### config.mk
export PLATFORM = sky130hd
export DESIGN_NAME = axi_rd_arbiter_flat
export DESIGN_NICKNAME = d
export VERILOG_FILES = /design/src/rtl/axi_pkg.sv /design/src/rtl/axi_bus_rd_t.sv /design/src/rtl/axi_rd_arbiter_chk.sv /design/src/rtl/axi_rd_arbiter_rr_arbiter.sv /design/src/rtl/axi_rd_arbiter.sv /design/src/flat_wrapper.sv
export SDC_FILE = /design/constraint.sdc
export NUM_CORES = 1
export LEC_CHECK = 0
export ABC_AREA = 1
export BUFFER_PORTS_ARGS = -buffer_cell sky130_fd_sc_hd__buf_4
export CAP_MARGIN = 20
export CORE_AREA = 2 2 562 564
export CTS_BUF_LIST = sky130_fd_sc_hd__clkbuf_4 sky130_fd_sc_hd__clkbuf_8 sky130_fd_sc_hd__clkbuf_16
export DETAILED_ROUTE_END_ITERATION = 16
export DIE_AREA = 0 0 564 566
export REMOVE_ABC_BUFFERS = 1
export SLEW_MARGIN = 20
export SYNTH_ARGS = -nofsm -noshare
export SYNTH_HDL_FRONTEND = slang
export SYNTH_SLANG_ARGS = --single-unit
### constraint.sdc
create_clock -name clk -period 4.1 [get_ports clk]
set_clock_uncertainty 0.05 [all_clocks]
set_input_delay 0.205 -clock clk [delete_from_list [all_inputs] [get_ports clk]]
set_output_delay 0.205 -clock clk [all_outputs]
set_load 0.03 [all_outputs]
### src/rtl/axi_pkg.sv
// Shared AXI constants and helpers for the read/write arbitration blocks.
package axi_pkg;

   localparam logic [1:0] AXI_BURST_INCR = 2'b01;

   typedef enum logic [0:0] {
      IDLE  = 1'b0,
      ISSUE = 1'b1
   } arb_state_t;

   // AxSIZE encoding: log2 of the bytes per beat.
   function automatic logic [2:0] axi_size(input int data_width);
      return 3'($clog2(data_width / 8));
   endfunction

endpackage

### src/rtl/axi_bus_rd_t.sv
// AXI read-channel bundle (AR + R) with master/slave views.
interface axi_bus_rd_t #(
   parameter int ADDR_W = 64,
   parameter int DATA_W = 512,
   parameter int ID_W   = 4
) ();
   logic              arvalid;
   logic              arready;
   logic [ADDR_W-1:0] araddr;
   logic [7:0]        arlen;
   logic [ID_W-1:0]   arid;
   logic [2:0]        arsize;
   logic [1:0]        arburst;
   logic              rvalid;
   logic              rready;
   logic [DATA_W-1:0] rdata;
   logic [ID_W-1:0]   rid;
   logic [1:0]        rresp;
   logic              rlast;

   modport master (
      output arvalid, araddr, arlen, arid, arsize, arburst, rready,
      input  arready, rvalid, rdata, rid, rresp, rlast
   );

   modport slave (
      input  arvalid, araddr, arlen, arid, arsize, arburst, rready,
      output arready, rvalid, rdata, rid, rresp, rlast
   );
endinterface

### src/rtl/axi_rd_arbiter_chk.sv
// Elaboration-time parameter checks for axi_rd_arbiter.
module axi_rd_arbiter_chk #(
   parameter int NUM_REQ = 4,
   parameter int ID_W    = 4
) ();
   if (ID_W < $clog2(NUM_REQ)) begin : g_id_too_narrow
      $error("axi_rd_arbiter: M_AXI_ID_WIDTH too small to carry requester index");
   end
endmodule

### src/rtl/axi_rd_arbiter_rr_arbiter.sv
// Combinational round-robin arbiter: searches upward from last+1 with wrap.
module rr_arbiter #(
   parameter int N     = 4,
   parameter int IDX_W = (N > 1) ? $clog2(N) : 1
) (
   input  logic [N-1:0]     req,
   input  logic             en,
   input  logic [IDX_W-1:0] last,
   output logic [N-1:0]     gnt_onehot,
   output logic [IDX_W-1:0] gnt_idx,
   output logic             any
);

   logic             found_s;
   logic [IDX_W-1:0] cand_s;

   // Priority search starting just above the previous winner.
   always_comb begin
      found_s = 1'b0;
      cand_s  = '0;
      gnt_idx = '0;
      for (int k = 1; k <= N; k++) begin
         cand_s = IDX_W'((int'(last) + k) % N);
         if (!found_s && req[cand_s]) begin
            found_s = 1'b1;
            gnt_idx = cand_s;
         end else begin
            found_s = found_s;
         end
      end
   end

   // Grant is only presented when the caller enables arbitration.
   always_comb begin
      gnt_onehot = '0;
      if (en && found_s) begin
         gnt_onehot[gnt_idx] = 1'b1;
         any                 = 1'b1;
      end else begin
         any = 1'b0;
      end
   end

endmodule

### src/rtl/axi_rd_arbiter.sv
// Shares one AXI read master among NUM_REQ requesters: round-robin AR issue
// tagged by requester index, R beats demuxed back by rid.
module axi_rd_arbiter
   import axi_pkg::*;
#(
   parameter int NUM_REQ          = 4,
   parameter int M_AXI_ADDR_WIDTH = 64,
   parameter int M_AXI_DATA_WIDTH = 512,
   parameter int M_AXI_ID_WIDTH   = 4,
   parameter int MAX_OUTSTANDING  = 16
) (
   input  logic                                      clk,
   input  logic                                      rst_n,
   input  logic [NUM_REQ-1:0]                        s_arvalid,
   output logic [NUM_REQ-1:0]                        s_arready,
   input  logic [NUM_REQ-1:0][M_AXI_ADDR_WIDTH-1:0]  s_araddr,
   input  logic [NUM_REQ-1:0][7:0]                   s_arlen,
   output logic [NUM_REQ-1:0]                        s_rvalid,
   input  logic [NUM_REQ-1:0]                        s_rready,
   output logic [M_AXI_DATA_WIDTH-1:0]               s_rdata,
   output logic                                      s_rlast,
   output logic [1:0]                                s_rresp,
   axi_bus_rd_t.master                               m_axi_rd,
   output logic                                      rid_err
);

   localparam int IDX_W = $clog2(NUM_REQ);
   localparam int CNT_W = $clog2(MAX_OUTSTANDING + 1);
   localparam logic [CNT_W-1:0]        MAX_OUT_C   = CNT_W'(MAX_OUTSTANDING);
   localparam logic [M_AXI_ID_WIDTH:0] NUM_REQ_C   = (M_AXI_ID_WIDTH + 1)'(NUM_REQ);

   arb_state_t                  state_r;
   logic [M_AXI_ADDR_WIDTH-1:0] araddr_r;
   logic [7:0]                  arlen_r;
   logic [M_AXI_ID_WIDTH-1:0]   arid_r;
   logic                        arvalid_r;
   logic [IDX_W-1:0]            last_grant_r;
   logic [CNT_W-1:0]            outstanding_r;
   logic                        rid_err_r;

   logic                        grant_en_s;
   logic                        gnt_any_s;
   logic [IDX_W-1:0]            gnt_idx_s;
   logic [NUM_REQ-1:0]          gnt_onehot_s;
   logic                        ar_hs_s;
   logic                        r_last_hs_s;
   logic                        rid_ok_s;
   logic [IDX_W-1:0]            rid_idx_s;

   axi_rd_arbiter_chk #(.NUM_REQ(NUM_REQ), .ID_W(M_AXI_ID_WIDTH)) u_chk ();

   // Registered compare: a decrement this cycle only frees a slot next cycle.
   assign grant_en_s = (state_r == IDLE) && (outstanding_r < MAX_OUT_C);

   rr_arbiter #(.N(NUM_REQ), .IDX_W(IDX_W)) u_rr (
      .req        (s_arvalid),
      .en         (grant_en_s),
      .last       (last_grant_r),
      .gnt_onehot (gnt_onehot_s),
      .gnt_idx    (gnt_idx_s),
      .any        (gnt_any_s)
   );

   assign s_arready        = gnt_onehot_s;
   assign m_axi_rd.arvalid = arvalid_r;
   assign m_axi_rd.araddr  = araddr_r;
   assign m_axi_rd.arlen   = arlen_r;
   assign m_axi_rd.arid    = arid_r;
   assign m_axi_rd.arsize  = axi_size(M_AXI_DATA_WIDTH);
   assign m_axi_rd.arburst = AXI_BURST_INCR;

   assign ar_hs_s     = arvalid_r && m_axi_rd.arready;
   assign r_last_hs_s = m_axi_rd.rvalid && m_axi_rd.rready && m_axi_rd.rlast;
   assign rid_ok_s    = ({1'b0, m_axi_rd.rid} < NUM_REQ_C);
   assign rid_idx_s   = m_axi_rd.rid[IDX_W-1:0];

   assign s_rdata = m_axi_rd.rdata;
   assign s_rlast = m_axi_rd.rlast;
   assign s_rresp = m_axi_rd.rresp;
   assign rid_err = rid_err_r;

   // AR issue FSM: latch winner's request, then hold it on the master bus.
   always_ff @(posedge clk or negedge rst_n) begin
      if (!rst_n) begin
         state_r      <= IDLE;
         araddr_r     <= '0;
         arlen_r      <= 8'd0;
         arid_r       <= '0;
         arvalid_r    <= 1'b0;
         last_grant_r <= IDX_W'(NUM_REQ - 1);
      end else begin
         case (state_r)
            IDLE: begin
               if (gnt_any_s) begin
                  araddr_r     <= s_araddr[gnt_idx_s];
                  arlen_r      <= s_arlen[gnt_idx_s];
                  arid_r       <= M_AXI_ID_WIDTH'(gnt_idx_s);
                  arvalid_r    <= 1'b1;
                  last_grant_r <= gnt_idx_s;
                  state_r      <= ISSUE;
               end else begin
                  state_r <= IDLE;
               end
            end
            ISSUE: begin
               if (m_axi_rd.arready) begin
                  arvalid_r <= 1'b0;
                  state_r   <= IDLE;
               end else begin
                  state_r <= ISSUE;
               end
            end
            default: begin
               arvalid_r <= 1'b0;
               state_r   <= IDLE;
            end
         endcase
      end
   end

   // In-flight burst count: AR handshake adds one, final R beat retires one.
   always_ff @(posedge clk or negedge rst_n) begin
      if (!rst_n) begin
         outstanding_r <= '0;
      end else begin
         case ({ar_hs_s, r_last_hs_s})
            2'b10:   outstanding_r <= outstanding_r + CNT_W'(1);
            2'b01:   outstanding_r <= outstanding_r - CNT_W'(1);
            default: outstanding_r <= outstanding_r;
         endcase
      end
   end

   // Sticky flag for beats carrying an id no requester owns.
   always_ff @(posedge clk or negedge rst_n) begin
      if (!rst_n) begin
         rid_err_r <= 1'b0;
      end else if (m_axi_rd.rvalid && !rid_ok_s) begin
         rid_err_r <= 1'b1;
      end else begin
         rid_err_r <= rid_err_r;
      end
   end

   // R demux; unknown ids are accepted and dropped so the bus never wedges.
   always_comb begin
      s_rvalid = '0;
      if (m_axi_rd.rvalid && rid_ok_s) begin
         s_rvalid[rid_idx_s] = 1'b1;
      end else begin
         s_rvalid = '0;
      end
      if (rid_ok_s) begin
         m_axi_rd.rready = s_rready[rid_idx_s];
      end else begin
         m_axi_rd.rready = 1'b1;
      end
   end

endmodule

### src/flat_wrapper.sv
// flat-port wrapper written by rule: the top's interface ports become plain ports
module axi_rd_arbiter_flat import axi_pkg::*;
#(
   parameter int NUM_REQ          = 4,
   parameter int M_AXI_ADDR_WIDTH = 64,
   parameter int M_AXI_DATA_WIDTH = 512,
   parameter int M_AXI_ID_WIDTH   = 4,
   parameter int MAX_OUTSTANDING  = 16
)
  (clk, rst_n, s_arvalid, s_arready, s_araddr, s_arlen, s_rvalid, s_rready, s_rdata, s_rlast, s_rresp, rid_err, m_axi_rd_arvalid, m_axi_rd_araddr, m_axi_rd_arlen, m_axi_rd_arid, m_axi_rd_arsize, m_axi_rd_arburst, m_axi_rd_rready, m_axi_rd_arready, m_axi_rd_rvalid, m_axi_rd_rdata, m_axi_rd_rid, m_axi_rd_rresp, m_axi_rd_rlast);
  axi_bus_rd_t #(.ADDR_W(64), .DATA_W(512), .ID_W(4)) m_axi_rd_i ();
  input  logic clk;
  input  logic rst_n;
  input  logic [NUM_REQ-1:0] s_arvalid;
  output logic [NUM_REQ-1:0] s_arready;
  input  logic [NUM_REQ-1:0][M_AXI_ADDR_WIDTH-1:0] s_araddr;
  input  logic [NUM_REQ-1:0][7:0] s_arlen;
  output logic [NUM_REQ-1:0] s_rvalid;
  input  logic [NUM_REQ-1:0] s_rready;
  output logic [M_AXI_DATA_WIDTH-1:0] s_rdata;
  output logic s_rlast;
  output logic [1:0] s_rresp;
  output logic rid_err;
  output wire logic [$bits(m_axi_rd_i.arvalid)-1:0] m_axi_rd_arvalid;
  output wire logic [$bits(m_axi_rd_i.araddr)-1:0] m_axi_rd_araddr;
  output wire logic [$bits(m_axi_rd_i.arlen)-1:0] m_axi_rd_arlen;
  output wire logic [$bits(m_axi_rd_i.arid)-1:0] m_axi_rd_arid;
  output wire logic [$bits(m_axi_rd_i.arsize)-1:0] m_axi_rd_arsize;
  output wire logic [$bits(m_axi_rd_i.arburst)-1:0] m_axi_rd_arburst;
  output wire logic [$bits(m_axi_rd_i.rready)-1:0] m_axi_rd_rready;
  input wire logic [$bits(m_axi_rd_i.arready)-1:0] m_axi_rd_arready;
  input wire logic [$bits(m_axi_rd_i.rvalid)-1:0] m_axi_rd_rvalid;
  input wire logic [$bits(m_axi_rd_i.rdata)-1:0] m_axi_rd_rdata;
  input wire logic [$bits(m_axi_rd_i.rid)-1:0] m_axi_rd_rid;
  input wire logic [$bits(m_axi_rd_i.rresp)-1:0] m_axi_rd_rresp;
  input wire logic [$bits(m_axi_rd_i.rlast)-1:0] m_axi_rd_rlast;
  assign m_axi_rd_arvalid = m_axi_rd_i.arvalid;
  assign m_axi_rd_araddr = m_axi_rd_i.araddr;
  assign m_axi_rd_arlen = m_axi_rd_i.arlen;
  assign m_axi_rd_arid = m_axi_rd_i.arid;
  assign m_axi_rd_arsize = m_axi_rd_i.arsize;
  assign m_axi_rd_arburst = m_axi_rd_i.arburst;
  assign m_axi_rd_rready = m_axi_rd_i.rready;
  assign m_axi_rd_i.arready = m_axi_rd_arready;
  assign m_axi_rd_i.rvalid = m_axi_rd_rvalid;
  assign m_axi_rd_i.rdata = m_axi_rd_rdata;
  assign m_axi_rd_i.rid = m_axi_rd_rid;
  assign m_axi_rd_i.rresp = m_axi_rd_rresp;
  assign m_axi_rd_i.rlast = m_axi_rd_rlast;
  axi_rd_arbiter #(.NUM_REQ(NUM_REQ), .M_AXI_ADDR_WIDTH(M_AXI_ADDR_WIDTH), .M_AXI_DATA_WIDTH(M_AXI_DATA_WIDTH), .M_AXI_ID_WIDTH(M_AXI_ID_WIDTH), .MAX_OUTSTANDING(MAX_OUTSTANDING)) u_core (.clk(clk), .rst_n(rst_n), .s_arvalid(s_arvalid), .s_arready(s_arready), .s_araddr(s_araddr), .s_arlen(s_arlen), .s_rvalid(s_rvalid), .s_rready(s_rready), .s_rdata(s_rdata), .s_rlast(s_rlast), .s_rresp(s_rresp), .m_axi_rd(m_axi_rd_i), .rid_err(rid_err));
endmodule
==> impl_metrics.yaml <==
floorplanning:
  die_h_um: 566
  io_pins: 1426
  die-area_um2: 319200
  rows: 206
  initial_utilization_pct: 3.574
  core_um2: 313400
  die_w_um: 564
pwr:
  peakVddDrop_v: 0.001125
  p_leak_nw: 6.581
  cellPowerDensity_nw_per_um2: 886.7
  p_total_w: 0.01380
timing:
  worst_slew_pin_slew_ns: 0.8848
  fmax_mhz: 269.8
  fin_crit_sh_pct: 90.40
  setup_violations: 0
  hold_violations: 0
  holdWs_ns: 0.08513
  min_period_ns: 3.707
  setup_slack_ns: 0.3934
  rsz0062_at_grt: "false"
  relSlewSlack_pct: 41.01
  drv_slew: 0
global_routing:
  grtUsageTotal_pct: 24.10
  grt_pass1_wl_um: 420100
  overflow: 0
  antenna_found_initial: 56
  grt_max_degree: 106
  grt_pass1_vias: 10350
critical_path:
  slowest_delay_ns: 0.68
  critical_path_class: "reg2out"
  r2r_cells: 14
  crit_start: "u_core.last_grant_r[0]$_DFFE_PN1P_"
  worstPathCellList: "inv_4, nand2_1, nand2_1, nand2_1, nand2_1, nand2_1, nand2_1, nand2_4, nand3_4, buf_4, nor3_2, buf_4"
  end_kind: "output port"
  cp_max_fo: 18
  reg2reg_from: "u_core.last_grant_r[0]$_DFFE_PN1P_"
  arrival_ns: 3.45
  cp_common_cell: "nand2_1"
  worstPathRequired_ns: 3.85
  r2r_end: "u_core.m_axi_rd.araddr[56]$_DFFE_PN0P_"
  crit_end: "s_arready[3]"
  r2r_setup_slack_ns: 0.82
  start_kind: "flip-flop"
  slowest_stage: "dfstp_2"
clocking:
  numCtsBuffers: 9
  root_buffer: "clkbuf_16"
  cts_tree: "done"
  clkLatencyLatePin_ns: 0.45
  path_clk_slew_ns: 0.10
  cts_sinks: 84
  htreeDepth: 3
  post_cts_buffers: 0
  clock_path_buffers: 2
synthesis:
  syn_area_per_cell_um2: 6.325
  ys_seq_area_share_pct: 18.79
  syn_area_um2: 11200
  yosys_warnings: 0
  ys_types: 34
  ys_ff_latch: 84
  synth_cells: 1771
placement:
  port_buffers: 390
  place_area_um2: 15170
  dp_hpwl_um: 381500
  pre_cts_slack_ns: 0.5481
  gp_congestion: 1.263
  placed_cells: 5732
final_layout:
  drive_above_1_share_pct: 28.14
  fin_cells: 5766
  n_fill_cell: 37500
  seq_area_um2: 2105
  nets: 2411
  layout_commonest_cell: "nand2_1"
  synthToLayoutAreaGrowth_pct: 38.89
  layout_common_cells: "nand2_1 (630), buf_4 (410), inv_1 (162)"
  multi_input_area_um2: 4060
  design_area_um2: 15560
routing:
  ant_nets: 0
  routed_via_density: 2.334
  wl_per_cell_um: 68.80
  initialDrtViolationCount: 1841
  vias: 13460
  first_pass_iters: 7
  drcViolationCount: 0
  routed_wl_um: 396700
hold_path:
  hp-class: "in2reg"
outcome:
  status: "completed"
flow_run:
  cap_violations: 0
==> layer usage <==
layer / share of wire [%] / GRT usage [%]
met5: 1.1 / 9.714
met3: 35 / 40.47
met1: 11 / 7.421
met2: 52 / 44.25
met4: 0.62 / 1.386
==> worst min-delay path by stage <==
stage	start	end	cells after the start
after detailed placement	rst_n	u_core.outstanding_r[0]$_DFFE_PN0P_	1
after global routing	s_araddr[34]	u_core.m_axi_rd.araddr[34]$_DFFE_PN0P_	7
after global placement	rst_n	u_core.outstanding_r[0]$_DFFE_PN0P_	1
after floorplan	rst_n	u_core.m_axi_rd.araddr[0]$_DFFE_PN0P_	0
after CTS	s_araddr[34]	u_core.m_axi_rd.araddr[34]$_DFFE_PN0P_	7
final	s_araddr[34]	u_core.m_axi_rd.araddr[34]$_DFFE_PN0P_	7
==> area by class of cell <==
class / count / share of cell area (%)
Clock inverter: 4 / 0.3619
Sequential cell: 84 / 13.53
Timing Repair Buffer: 419 / 20.63
Multi-Input combinational cell: 906 / 26.10
Tap cell: 4160 / 33.45
Clock buffer: 12 / 1.632
Antenna cell: 14 / 0.2252
Inverter: 167 / 4.077
==> report_power, final <==
group / switching, W / internal, W / total (W) / leakage [nW]
clock network: 0.000547 / 0.000510 / 0.00106 / 0.154
registers: 0.000295 / 0.00126 / 0.00156 / 1.04
logic: 0.00825 / 0.00293 / 0.0112 / 5.39
==> synthesized netlist by cell type <==
cell	instances	area, um^2
nor2_1	6	22.52
o21bai_1	1	7.510
buf_2	51	255.2
inv_2	3	11.26
nand4_1	144	900.9
nor2_4	1	11.26
nand2_1	631	2369
o21ai_1	1	5.000
o2111ai_1	1	8.760
o21ai_0	5	25.02
dfstp_2	2	52.55
and3_1	1	6.260
nand2_2	1	6.260
nor3_1	6	30.03
buf_4	538	4039
inv_4	1	6.260
buf_6	10	112.6
a211oi_1	1	7.510
ha_1	4	50.05
inv_1	163	611.8
a21oi_1	3	15.01
dfrtp_1	82	2052
buf_1	5	18.77
mux2i_1	1	10.01
a21oi_2	1	8.760
xor2_1	1	8.760
fa_1	1	20.02
conb_1	2	7.510
clkbuf_1	15	56.30
nand3_1	83	415.4
a31oi_1	1	6.260
or2_2	1	6.260
xnor2_1	1	8.760
nand3_2	3	30.03
==> state kept, by name, summed over array words and instances (netlist names) <==
name,cells
u_core.m_axi_rd.araddr,64
u_core.m_axi_rd.arlen,8
u_core.outstanding_r,5
u_core.last_grant_r,2
u_core.m_axi_rd.arid,2
u_core.m_axi_rd.arvalid,1
u_core.rid_err,1
u_core.state_r,1
==> kinds of logic after synthesis <==
logic type                 Yosys count  share of synthesized area (%)
buffers and inverters              786                          45.63
other                                2                        0.06704
DFF                                 84                          18.79
muxes                                1                        0.08936
xor gates and xnor gates             2                         0.1564
and+or+nand+nor                    877                          33.90
AOI/OAI and AO/OA                   14                         0.7483
adders and majority gates            5                         0.6255
==> critical path, delay by kind of cell, from the launching register on <==
kind | cells | cell delay (ns)
DFF | 1 | 0.68
and+or+nand+nor | 9 | 1.61
buffers and inverters | 3 | 0.68
==> what timing repair did <==
action	4_1_cts	5_1_grt
gates resized for setup	0	1
setup endpoints to repair	0	1
hold buffers	4	0
hold endpoints to repair	57	0
==> through the flow <==
step,TNS (ns),utilization (%)
2_1_floorplan,-191.34,-
3_3_place_gp,0,4.840
3_5_place_dp,0,4.840
4_1_cts,0,4.951
5_1_grt,0,4.953
6_report,0,4.964
Power figures use the tool's default switching activity.
